`config.mk`:
```
export PLATFORM = sky130hd
export DESIGN_NAME = mux_nto1_rr_flat
export DESIGN_NICKNAME = d
export VERILOG_FILES = /design/src/rtl/mux_nto1_rr_pkg.sv /design/src/rtl/mux_nto1_rr_if.sv /design/src/rtl/mux_nto1_rr_arbiter.sv /design/src/rtl/mux_nto1_rr.sv /design/src/flat_wrapper.sv
export SDC_FILE = /design/constraint.sdc
export NUM_CORES = 1
export LEC_CHECK = 0
export ABC_AREA = 0
export ABC_CLOCK_PERIOD_IN_PS = 3000
export BUFFER_PORTS_ARGS = -buffer_cell sky130_fd_sc_hd__buf_2
export CAP_MARGIN = 20
export CORE_AREA = 2 2 58 60
export DETAILED_ROUTE_END_ITERATION = 8
export DIE_AREA = 0 0 60 62
export HOLD_SLACK_MARGIN = 0.06
export PLACE_DENSITY_LB_ADDON = 0.08
export SLEW_MARGIN = 25
export SYNTH_ARGS = -nofsm -noshare
export SYNTH_HDL_FRONTEND = slang
export SYNTH_SLANG_ARGS = --single-unit
```
`constraint.sdc`:
```
create_clock -name clk -period 3 [get_ports clk]
set_clock_uncertainty 0.1 [all_clocks]
set_input_delay 0.6 -clock clk [delete_from_list [all_inputs] [get_ports clk]]
set_output_delay 0.6 -clock clk [all_outputs]
set_load 0.05 [all_outputs]
```
`src/rtl/mux_nto1_rr_pkg.sv`:
```
// Shared constants and the rotating-priority search used by the N-to-1 operand mux.
// The search is sized for the largest supported channel count (16).
package mux_pkg;

  localparam logic MODE_FIXED = 1'b0;
  localparam logic MODE_RR    = 1'b1;

  // Returns {found, index}: first set bit of req scanning ptr, ptr+1, ... wrapping at nch.
  function automatic logic [4:0] rr_search(input logic [15:0] req,
                                           input logic [3:0]  ptr,
                                           input logic [4:0]  nch);
    logic       found;
    logic [3:0] idx;
    logic [4:0] j;
    found = 1'b0;
    idx   = '0;
    for (int k = 0; k < 16; k++) begin
      j = {1'b0, ptr} + 5'(k);
      if (j >= nch) j = j - nch;
      if (!found && (5'(k) < nch) && req[j[3:0]]) begin
        found = 1'b1;
        idx   = j[3:0];
      end
    end
    return {found, idx};
  endfunction

endpackage

```
`src/rtl/mux_nto1_rr_if.sv`:
```
// Channel-side and output-side handshake bundle for mux_nto1_rr.
// master drives the inputs and downstream ready; slave is the mux itself.
interface mux_nto1_rr_if #(
  parameter int WIDTH = 8,
  parameter int NCH   = 4,
  parameter int SELW  = $clog2(NCH)
);
  logic [NCH*WIDTH-1:0] in_data;
  logic [NCH-1:0]       in_valid;
  logic [NCH-1:0]       in_ready;
  logic                 mode;
  logic [SELW-1:0]      sel;
  logic [WIDTH-1:0]     out_data;
  logic [SELW-1:0]      out_ch;
  logic                 out_valid;
  logic                 out_ready;

  modport master (
    output in_data, in_valid, mode, sel, out_ready,
    input  in_ready, out_data, out_ch, out_valid
  );

  modport slave (
    input  in_data, in_valid, mode, sel, out_ready,
    output in_ready, out_data, out_ch, out_valid
  );
endinterface

```
`src/rtl/mux_nto1_rr_arbiter.sv`:
```
// Combinational round-robin arbiter: grants the first requester at or after ptr,
// wrapping at NCH. The pointer register lives in the parent.
module rr_arbiter
  import mux_pkg::*;
#(
  parameter int NCH  = 4,
  parameter int SELW = $clog2(NCH)
) (
  input  logic [NCH-1:0]  req,
  input  logic [SELW-1:0] ptr,
  output logic            gnt_vld,
  output logic [SELW-1:0] gnt_idx
);

  logic [4:0] res;

  assign res     = rr_search(16'(req), 4'(ptr), 5'(NCH));
  assign gnt_vld = res[4];
  assign gnt_idx = SELW'(res[3:0]);

endmodule

```
`src/rtl/mux_nto1_rr.sv`:
```
// N-to-1 operand mux with a single registered output stage, fixed-select or
// round-robin channel choice, and valid/ready on every channel.
module mux_nto1_rr
  import mux_pkg::*;
#(
  parameter int WIDTH = 8,
  parameter int NCH   = 4,
  parameter int SELW  = $clog2(NCH)
) (
  input logic          clk,
  input logic          rst_n,
  mux_nto1_rr_if.slave bus
);

  logic            load;
  logic            fix_vld;
  logic            rr_vld;
  logic            gnt_vld;
  logic            xfer;
  logic [SELW-1:0] ptr;
  logic [SELW-1:0] ptr_nxt;
  logic [SELW-1:0] rr_idx;
  logic [SELW-1:0] gnt_idx;
  logic [NCH-1:0]  ready;

  rr_arbiter #(.NCH(NCH), .SELW(SELW)) u_arb (
    .req     (bus.in_valid),
    .ptr     (ptr),
    .gnt_vld (rr_vld),
    .gnt_idx (rr_idx)
  );

  // The output register may refill in the same cycle it drains.
  assign load    = !bus.out_valid || bus.out_ready;
  assign fix_vld = (32'(bus.sel) < NCH) ? bus.in_valid[bus.sel] : 1'b0;
  assign gnt_vld = (bus.mode == MODE_RR) ? rr_vld : fix_vld;
  assign gnt_idx = (bus.mode == MODE_RR) ? rr_idx : bus.sel;
  assign xfer    = rst_n && load && gnt_vld;
  assign ptr_nxt = (32'(gnt_idx) == NCH - 1) ? '0 : gnt_idx + SELW'(1);

  always_comb begin
    ready = '0;
    if (xfer) ready[gnt_idx] = 1'b1;
  end

  assign bus.in_ready = ready;

  always_ff @(posedge clk or negedge rst_n) begin
    if (!rst_n) begin
      bus.out_valid <= 1'b0;
      bus.out_data  <= '0;
      bus.out_ch    <= '0;
      ptr           <= '0;
    end else if (xfer) begin
      bus.out_valid <= 1'b1;
      bus.out_data  <= bus.in_data[gnt_idx*WIDTH +: WIDTH];
      bus.out_ch    <= gnt_idx;
      if (bus.mode == MODE_RR) ptr <= ptr_nxt;
    end else if (bus.out_ready) begin
      bus.out_valid <= 1'b0;
    end
  end

endmodule

```
`src/flat_wrapper.sv`:
```
// flat-port wrapper written by rule: the top's interface ports become plain ports
module mux_nto1_rr_flat import mux_pkg::*;
#(
  parameter int WIDTH = 8,
  parameter int NCH   = 4,
  parameter int SELW  = $clog2(NCH)
)
  (clk, rst_n, bus_in_data, bus_in_valid, bus_mode, bus_sel, bus_out_ready, bus_in_ready, bus_out_data, bus_out_ch, bus_out_valid);
  mux_nto1_rr_if #(.WIDTH(WIDTH), .NCH(NCH), .SELW(SELW)) bus_i ();
  input logic clk;
  input logic rst_n;
  input wire logic [$bits(bus_i.in_data)-1:0] bus_in_data;
  input wire logic [$bits(bus_i.in_valid)-1:0] bus_in_valid;
  input wire logic [$bits(bus_i.mode)-1:0] bus_mode;
  input wire logic [$bits(bus_i.sel)-1:0] bus_sel;
  input wire logic [$bits(bus_i.out_ready)-1:0] bus_out_ready;
  output wire logic [$bits(bus_i.in_ready)-1:0] bus_in_ready;
  output wire logic [$bits(bus_i.out_data)-1:0] bus_out_data;
  output wire logic [$bits(bus_i.out_ch)-1:0] bus_out_ch;
  output wire logic [$bits(bus_i.out_valid)-1:0] bus_out_valid;
  assign bus_i.in_data = bus_in_data;
  assign bus_i.in_valid = bus_in_valid;
  assign bus_i.mode = bus_mode;
  assign bus_i.sel = bus_sel;
  assign bus_i.out_ready = bus_out_ready;
  assign bus_in_ready = bus_i.in_ready;
  assign bus_out_data = bus_i.out_data;
  assign bus_out_ch = bus_i.out_ch;
  assign bus_out_valid = bus_i.out_valid;
  mux_nto1_rr #(.WIDTH(WIDTH), .NCH(NCH), .SELW(SELW)) u_core (.clk(clk), .rst_n(rst_n), .bus(bus_i));
endmodule
```
==> impl_metrics.json, run 1 <==
{
  "status": "complete, but fails checks",
  "failed_checks": "negative setup slack",
  "slew_headroom_pct": 75.4,
  "slew_viol_final": 0,
  "synth.distinct_cells": 44,
  "rr_worst_depth": 10,
  "leakage_uw": 0.000903,
  "powerDensity_mw_per_mm2": 1040,
  "synth-warning-count": 0,
  "clockRootBuffer": "clkbuf_4",
  "gp_congestion": 0.865,
  "clock_power_share_pct": 5.4,
  "drc": 0,
  "regToRegSetupSlack_ns": 0.14,
  "setup_viol": 4,
  "cts-buffers-inserted": 3,
  "setup_slack_ns": -0.180,
  "antenna_found_initial": 0,
  "yosysTopAreaCell": "dfrtp_1",
  "critical_path.cell_chain": "inv_4, ha_4, mux4_2, a21boi_4, nand4_4, a311oi_4, ha_4, and2_4, buf_8",
  "synth-edff-count": 0,
  "synth_fp_nets": 163,
  "arrival_ns": 2.48,
  "synthFlopType": "dfrtp_1",
  "hp-class": "input pin to asynchronous set/reset pin",
  "intPower_uw": 994,
  "grt_setup_unrepaired": "yes",
  "globalRouteMet3Util_pct": 1.66,
  "wl_per_cell_um": 13.7,
  "clk_latency_ns": 0.27,
  "grt_most_used_layer": "met2",
  "worstPathRequired_ns": 2.30,
  "die_w_um": 60,
  "critPathKind": "flip-flop to output port",
  "post_route_cells_drive_above_1_share_pct": 61.5,
  "numClockSinks": 13,
  "reg2reg_to": "u_core.bus.out_data[3]$_DFFE_PN0P_",
  "power_switching_uw": 955,
  "startpoint_type": "flip-flop",
  "hold_viol": 0,
  "use_met1_pct": 23.3,
  "grt_max_degree": 17,
  "start_util_pct": 39.0,
  "portBuffers": 56,
  "worst_setup_path_end_kind": "output port",
  "clkTransAtPathRegs_ns": 0.08,
  "p_seq_share_pct": 16.4,
  "fin_nets": 243,
  "syn_inst": 116,
  "final_area_mm2": 0.00188,
  "ys_seq_area_share_pct": 26.3,
  "h-tree-depth": 1,
  "crit_fanout": 6,
  "dr.pass1.iters": 4,
  "areaGrowthSynthToFinish_pct": 51.4,
  "tns_ns": -0.662,
  "drtAntennaViolNets": 0,
  "post-route-period-util_pct": 106,
  "cp_slowest_stage_delay_ns": 0.47,
  "grt_pass1_wl_um": 5290,
  "clockBufferDepth": 2,
  "hold_buffers": 0,
  "max_cap_violations": 0,
  "dieArea_mm2": 0.00372,
  "timing.rr.start": "u_core.ptr[0]$_DFFE_PN0P_",
  "coreArea_mm2": 0.00318,
  "place_area_mm2": 0.00178,
  "peakVddDrop_mv": 0.478,
  "hpwl_um": 2780,
  "cts_tree": "done",
  "combPwrFrac_pct": 78.2,
  "synth_top_area_share_pct": 26.3,
  "rows": 21,
  "totalWireLength_um": 3310,
  "synth.most_common_cell": "mux2i_1",
  "drt_iter0_markers": 43,
  "max_freq_mhz": 314,
  "diodes": 0,
  "die_h_um": 62,
  "synth.area.top_cells": "dfrtp_1 (26%), mux2i_1 (17%), o221ai_1 (6.4%), ha_1 (5.1%), nand2_1 (4.5%)",
  "swShare_pct": 49.0,
  "synth_area_per_cell_um2": 10.7,
  "vias_per_cell": 4.97,
  "timing.hold.ws_ns": 0.164,
  "use_met2_pct": 34.5,
  "synth_seq_cells": 13,
  "ys_top_cells_by_count": "mux2i_1 (21), nand2_1 (15), dfrtp_1 (13)",
  "grt.overflow.total": 0,
  "boundaryPins": 57,
  "async_reset_ff_share_pct": 100,
  "num_vias": 1198,
  "crit_top_cell": "ha_4",
  "critPathSlowestCell": "dfrtp_2",
  "syn-cell-area_mm2": 0.00124,
  "grtUsageTotal_pct": 19.3,
  "power_uw": 1950,
  "worstMarginPinSlew_ns": 0.363,
  "grt_pass1_vias": 1175,
  "period_needed_ns": 3.18
}
sequential cells by signal, summed over array words and instances, names as in the netlist:
register	cells
u_core.bus.out_ch	2
u_core.bus.out_data	8
u_core.bus.out_valid	1
u_core.ptr	2
logic make-up after synthesis:
| family | share of synthesized area, % |
|---|---|
| AOI/OAI and AO/OA | 17.6 |
| buffers and inverters | 5.45 |
| adders and majority gates | 5.05 |
| muxes | 26.0 |
| DFF | 26.3 |
| and+or+nand+nor | 19.7 |
power by group through the flow:
stage	clock network (µW)	registers, µW	logic (µW)
after global routing	121	333	1630
after global placement	0	323	1440
after CTS	111	320	1520
after detailed placement	0	325	1450
after floorplan	0	545	871
final	105	320	1520
worst max-delay path: cells and delay by family (launching register included):
family	cells	cell delay, ns
multiplexers	1	0.18
AND/OR/NAND/NOR	2	0.27
buffers and inverters	2	0.18
adder cells (fa/ha/maj)	2	0.49
flip-flops	1	0.47
AO/OA/AOI/OAI	2	0.61
what timing repair did:
| item | 4_1_cts | 5_1_grt |
|---|---|---|
| cloned | 0 | 0 |
| gates resized for setup | 15 | 2 |
| pin swaps | 6 | 5 |
| setup endpoints to repair | 4 | 5 |
| buffers inserted | 2 | 1 |
layout make-up:
cell class                      instances  area (µm²)
Sequential cell                        13         328
Tap cell                               46        57.6
Timing Repair Buffer                   82         500
Inverter                                4        20.0
Multi-Input combinational cell         92         943
Clock buffer                            4        26.3
Fill cell                             283        1300
layout by cell type (no fill, tap or decap), types with 2 or more instances in the layout:
cell	instances
buf_2	52
buf_4	27
inv_4	2
and2_4	2
nand2b_1	2
buf_6	2
clkbuf_4	3
nor3_4	2
mux2i_1	21
o221ai_1	8
nor2_1	5
dfrtp_1	11
ha_1	3
inv_1	2
mux4_2	3
dfrtp_2	2
nand2_1	14
ha_4	2
worst max-delay path by stage:
stage | start | endpoint
6_report | u_core.ptr[0]$_DFFE_PN0P_ | bus_in_ready[3]
4_1_cts | u_core.ptr[0]$_DFFE_PN0P_ | bus_in_ready[3]
3_5_place_dp | bus_in_valid[0] | bus_in_ready[3]
5_1_grt | u_core.ptr[0]$_DFFE_PN0P_ | bus_in_ready[3]
3_3_place_gp | bus_in_valid[1] | bus_in_ready[3]
2_1_floorplan | u_core.ptr[0]$_DFFE_PN0P_ | bus_in_ready[2]
layer usage:
| layer | up-vias | wire length [µm] |
|---|---|---|
| met4 | 0 | 77 |
| li1 | 604 | - |
| met2 | 38 | 1750 |
| met5 | - | 0 |
| met3 | 6 | 145 |
| met1 | 550 | 1330 |
through the flow:
step / instances / utilization, % / setup WS, ns
finish: 241 / 59.0 / -0.180
global route: 241 / 59.0 / -0.285
CTS: 240 / 58.6 / -0.214
detailed placement: 234 / 56.0 / -0.139
global placement: 234 / 56.0 / -0.117
floorplan: 116 / - / -0.0465
Power figures use the tool's default switching activity.
==> inputs of run 2 (changes only) <==
--- a/config.mk
+++ b/config.mk
@@ -17,4 +17,5 @@
 export SLEW_MARGIN = 25
 export SYNTH_ARGS = -nofsm -noshare
 export SYNTH_HDL_FRONTEND = slang
+export SYNTH_HIERARCHICAL = 1
 export SYNTH_SLANG_ARGS = --single-unit
==> impl_metrics.json, run 2 <==
{
  "synth_fp_nets": 165,
  "worstPathRequired_ns": 2.30,
  "diodes": 0,
  "setup_slack_ns": -0.515,
  "startpoint_type": "flip-flop",
  "area.sequential_um2": 327,
  "power_uw": 2160,
  "powerDensity_mw_per_mm2": 1060,
  "failed_checks": "negative setup slack",
  "boundaryPins": 57,
  "arrival_ns": 2.82,
  "synth-edff-count": 0,
  "grt.overflow.total": 0,
  "gp_congestion": 0.864,
  "fin_nets": 255,
  "die_h_um": 62,
  "slew_viol_final": 0,
  "portBuffers": 56,
  "async_reset_ff_share_pct": 100,
  "fin_cells": 250,
  "clockRootBuffer": "clkbuf_4",
  "drc": 0,
  "drt_iter0_markers": 64,
  "grt_setup_unrepaired": "yes",
  "synth.area.top_cells": "dfrtp_1 (26%), mux2i_1 (25%), ha_1 (8.0%), mux2_2 (6.3%), mux2_4 (6.0%)",
  "period_needed_ns": 3.52,
  "cts-buffers-inserted": 3,
  "max_freq_mhz": 284,
  "nFillCells": 273,
  "crit_fanout": 4,
  "worstMarginPinSlew_ns": 0.358,
  "final_area_mm2": 0.00204,
  "slew_headroom_pct": 75.9,
  "leakage_uw": 0.00104,
  "final_common_cell": "buf_2",
  "areaGrowthSynthToFinish_pct": 62.8,
  "post-route-period-util_pct": 117,
  "hp-class": "input pin to asynchronous set/reset pin",
  "numClockSinks": 13,
  "grt_max_degree": 17,
  "ys_top_cells_by_count": "mux2i_1 (31), dfrtp_1 (13), ha_1 (8)",
  "start_util_pct": 39.4,
  "wl_per_cell_um": 14.1,
  "hpwl_um": 2680,
  "peakVddDrop_mv": 0.516,
  "top_register": "u_core/bus.out_data",
  "worst_setup_path_end_kind": "output port",
  "grt_pass1_wl_um": 5260,
  "post_route_cells_drive_above_1_share_pct": 62.3,
  "hold_buffers": 0,
  "ys_seq_area_share_pct": 26.0,
  "clkTransAtPathRegs_ns": 0.09,
  "tns_ns": -2.67,
  "largest_reg_flops": 8,
  "place_area_mm2": 0.00177,
  "synth_top_area_share_pct": 26.0,
  "die_w_um": 60,
  "synth_area_per_cell_um2": 10.9,
  "hold_viol": 0,
  "multi_input_area_um2": 967,
  "utilization_pct": 64.1,
  "clk_latency_ns": 0.27,
  "dr.pass1.iters": 4,
  "status": "complete, but fails checks",
  "synth_seq_cells": 13,
  "totalWireLength_um": 3520,
  "clockBufferDepth": 2,
  "cts_tree": "done",
  "synth.distinct_cells": 31,
  "critPathKind": "flip-flop to output port",
  "synthFlopType": "dfrtp_1",
  "synth.most_common_cell": "mux2i_1",
  "layout_common_cells": "buf_2 (52), mux2i_1 (28), buf_4 (28)",
  "num_vias": 1254,
  "coreArea_mm2": 0.00318,
  "grt_pass1_vias": 1208,
  "place_inst": 234,
  "h-tree-depth": 1,
  "reg_top3": "u_core/bus.out_data: 8 flops, u_core/bus.out_ch: 2 flops, u_core/ptr: 2 flops",
  "rows": 21,
  "vias_per_cell": 5.02,
  "drtAntennaViolNets": 0,
  "setup_viol": 12,
  "syn-cell-area_mm2": 0.00125,
  "grtUsageTotal_pct": 19.5,
  "syn_inst": 115,
  "antenna_found_initial": 0,
  "synth-warning-count": 6,
  "max_cap_violations": 0,
  "dieArea_mm2": 0.00372,
  "yosysTopAreaCell": "dfrtp_1"
}
run 2: kinds of logic (layout without fill, tap and decap cells):
family                   count (synthesis)  after routing  share of synthesized area (%)
adder cells (fa/ha/maj)                  8              8                           8.00
AND/OR/NAND/NOR                         22             22                           9.60
multiplexers                            45             45                           40.7
flip-flops                              13             13                           26.0
AO/OA/AOI/OAI                           16             16                           10.9
buffers and inverters                   11            100                           4.80
run 2: worst max-delay path, cell delays in order, from the launching register on:
cell	delay, ns
dfrtp_2	0.45
inv_4	0.07
ha_4	0.21
mux4_2	0.33
and2_4	0.15
buf_4	0.11
a21oi_2	0.03
a221o_1	0.38
a21oi_2	0.18
buf_6	0.16
inv_6	0.05
ha_4	0.15
and2_4	0.13
buf_8	0.14
run 2: where the power goes:
part / internal, µW / switching (µW)
clock: 51.4 / 58.8
combinational: 860 / 870
sequential: 262 / 52.6
run 2: stage by stage:
step                      hold WS [ns]  setup WS, ns
after global routing             0.180        -0.618
final                            0.172        -0.515
after detailed placement         0.393        -0.378
after global placement           0.384        -0.387
after CTS                        0.177        -0.477
after floorplan                  0.204        -0.585
run 2: path summary, 6_finish.rpt:
path                                                    start                                 end  slack, ns  depth (start not counted)
max in group asynchronous                               rst_n           u_core/ptr[0]$_DFFE_PN0P_       2.43                          2
max                                 u_core/ptr[0]$_DFFE_PN0P_                     bus_in_ready[3]      -0.52                         13
min in group clk           u_core/bus.out_data[6]$_DFFE_PN0P_  u_core/bus.out_data[6]$_DFFE_PN0P_       0.41                          1
min                                                     rst_n  u_core/bus.out_data[0]$_DFFE_PN0P_       0.17                          2
max reg2reg                         u_core/ptr[0]$_DFFE_PN0P_  u_core/bus.out_data[6]$_DFFE_PN0P_      -0.17                         14
min reg2reg                u_core/bus.out_data[6]$_DFFE_PN0P_  u_core/bus.out_data[6]$_DFFE_PN0P_       0.41                          1
run 2: final cells by class:
class,instances,share of cell area [%]
clock buffers,4,1.29
repair buffers,90,30.9
well taps,46,2.83
multi-input cells,91,47.5
flip-flops and latches,13,16.0
inverters,6,1.47
run 2: timing repair:
item                                    in CTS  in global routing
resized for setup                           26                  7
endpoints found under the setup margin       6                 13
pin swaps                                    6                  4
buffers inserted                             6                  5
cloned                                       0                  1
run 2: layer usage:
layer	vias to the layer above	share of wire [%]	global-route usage, %
met5	-	0	0
met4	0	1.3	6.98
met3	4	3.1	2.07
met2	37	57	39.8
met1	606	38	20.3
li1	607	-	-
==> inputs of run 3 (changes only) <==
--- a/config.mk
+++ b/config.mk
@@ -8,12 +8,12 @@
 export ABC_AREA = 0
 export ABC_CLOCK_PERIOD_IN_PS = 3000
 export BUFFER_PORTS_ARGS = -buffer_cell sky130_fd_sc_hd__buf_2
-export CAP_MARGIN = 20
 export CORE_AREA = 2 2 58 60
 export DETAILED_ROUTE_END_ITERATION = 8
 export DIE_AREA = 0 0 60 62
 export HOLD_SLACK_MARGIN = 0.06
 export PLACE_DENSITY_LB_ADDON = 0.08
+export SKIP_LAST_GASP = 1
 export SLEW_MARGIN = 25
 export SYNTH_ARGS = -nofsm -noshare
 export SYNTH_HDL_FRONTEND = slang
==> impl_metrics.json, run 3 (same netlist as run 2, synthesis figures left out) <==
{
  "gp_congestion": 0.864,
  "critPathSlowestCell": "dfrtp_2",
  "grt_setup_unrepaired": "yes",
  "grt_pass1_wl_um": 5260,
  "setup_slack_ns": -0.516,
  "drt_iter0_markers": 50,
  "numClockSinks": 13,
  "cts_tree": "done",
  "dr_wl_met2_um": 2020,
  "timing.hold.ws_ns": 0.171,
  "fin_nets": 255,
  "startpoint_type": "flip-flop",
  "grtUsageTotal_pct": 19.5,
  "drtAntennaViolNets": 0,
  "final_common_cell": "buf_2",
  "antenna_found_initial": 0,
  "period_needed_ns": 3.52,
  "critPathKind": "flip-flop to output port",
  "cts-buffers-inserted": 3,
  "dr.pass1.iters": 4,
  "reg_top3": "u_core/bus.out_data: 8 flops, u_core/bus.out_ch: 2 flops, u_core/ptr: 2 flops",
  "areaGrowthSynthToFinish_pct": 62.8,
  "start_util_pct": 39.4,
  "rr_worst_depth": 14,
  "critical_path.cell_chain": "inv_4, ha_4, mux4_2, and2_4, buf_4, a21oi_2, a221o_1, a21oi_2, buf_6, inv_6, ha_4, and2_4, buf_8",
  "worst_setup_path_end_kind": "output port",
  "post-route-period-util_pct": 117,
  "layout_common_cells": "buf_2 (52), mux2i_1 (28), buf_4 (28)",
  "final_area_mm2": 0.00204,
  "arrival_ns": 2.82,
  "top_register": "u_core/bus.out_data",
  "portBuffers": 56,
  "clk_latency_ns": 0.27,
  "clockRootBuffer": "clkbuf_4",
  "regToRegSetupSlack_ns": -0.17,
  "drc": 0,
  "die_h_um": 62,
  "num_vias": 1255,
  "grt_pass1_vias": 1208,
  "crit_fanout": 4,
  "hp-class": "input pin to asynchronous set/reset pin",
  "status": "complete, but fails checks",
  "max_freq_mhz": 284,
  "power_uw": 2150,
  "timing.rr.start": "u_core/ptr[0]$_DFFE_PN0P_",
  "leakage_uw": 0.00104,
  "h-tree-depth": 1,
  "hold_buffers": 0,
  "reg2reg_to": "u_core/bus.out_data[6]$_DFFE_PN0P_",
  "wl_per_cell_um": 14.1,
  "fin_cells": 250,
  "post_route_cells_drive_above_1_share_pct": 62.3,
  "clkTransAtPathRegs_ns": 0.09,
  "hold_viol": 0,
  "top_layer": "met4",
  "wl_met3_um": 98,
  "place_area_mm2": 0.00177,
  "place_inst": 234,
  "vias_per_cell": 5.02,
  "slew_viol_final": 0,
  "worstMarginPinSlew_ns": 0.364,
  "slew_headroom_pct": 75.5,
  "powerDensity_mw_per_mm2": 1060,
  "max_cap_violations": 0,
  "grt_max_degree": 17,
  "worstPathRequired_ns": 2.30,
  "boundaryPins": 57,
  "wl_met1_um": 1360,
  "setup_viol": 12,
  "failed_checks": "negative setup slack",
  "dieArea_mm2": 0.00372,
  "hpwl_um": 2680,
  "rows": 21,
  "die_w_um": 60,
  "peakVddDrop_mv": 0.485,
  "grt.overflow.total": 0,
  "diodes": 0,
  "clockBufferDepth": 2,
  "totalWireLength_um": 3530,
  "largest_reg_flops": 8,
  "cp_slowest_stage_delay_ns": 0.45,
  "coreArea_mm2": 0.00318
}
==> run 3: cell counts in the layout (fill, tap and decap cells not counted) <==
Identical to the previous run, type by type.
==> run 3: worst max path at each step <==
stage / from / to / slack, ns / cells past startpoint
after global routing: u_core/ptr[0]$_DFFE_PN0P_ / bus_in_ready[3] / -0.62 / 13
final: u_core/ptr[0]$_DFFE_PN0P_ / bus_in_ready[3] / -0.52 / 13
after global placement: bus_in_valid[1] / bus_in_ready[2] / -0.39 / 10
after floorplan: u_core/ptr[0]$_DFFE_PN0P_ / bus_in_ready[3] / -0.58 / 13
after detailed placement: bus_in_valid[0] / bus_in_ready[2] / -0.38 / 10
after CTS: u_core/ptr[0]$_DFFE_PN0P_ / bus_in_ready[0] / -0.48 / 11
==> run 3: layer usage <==
| metal | track usage (%) | vias to the layer above |
|---|---|---|
| li1 | - | 606 |
| met1 | 20.3 | 612 |
| met2 | 39.8 | 33 |
| met3 | 2.07 | 4 |
| met4 | 6.98 | 0 |
| met5 | 0 | - |
==> run 3: final cells by class <==
class / instances / area [µm²]
fillers: 274 / 1140
multi-input cells: 91 / 967
repair buffers: 90 / 629
flip-flops and latches: 13 / 327
well taps: 46 / 57.6
inverters: 6 / 30.0
clock buffers: 4 / 26.3
==> run 3: per-stage QoR <==
stage	util [%]	setup WS, ns	setup TNS [ns]
floorplan	-	-0.585	-3.58
global placement	55.8	-0.387	-1.41
detailed placement	55.8	-0.378	-1.41
CTS	61.1	-0.480	-2.21
global route	64.1	-0.618	-4.20
finish	64.1	-0.516	-2.65
==> run 3: timing repair <==
action | CTS | global route
pin swaps | 5 | 5
buffers inserted | 6 | 5
gates resized for setup | 25 | 8
setup endpoints to repair | 6 | 13
gates cloned | 0 | 1
hold endpoints to repair | 0 | 0
==> run 3: worst max-delay path, delay by kind of cell, from the launching register on <==
family,cells,cell delay [ns]
AOI/OAI and AO/OA,3,0.59
buffers and inverters,5,0.53
muxes,1,0.33
adders and majority gates,2,0.36
and+or+nand+nor,2,0.28
DFF,1,0.45
==> run 3: power by group <==
part	internal [µW]	switching, µW
Clock	51.5	59.0
Combinational	860	870
Sequential	262	52.2
Total	1170	981
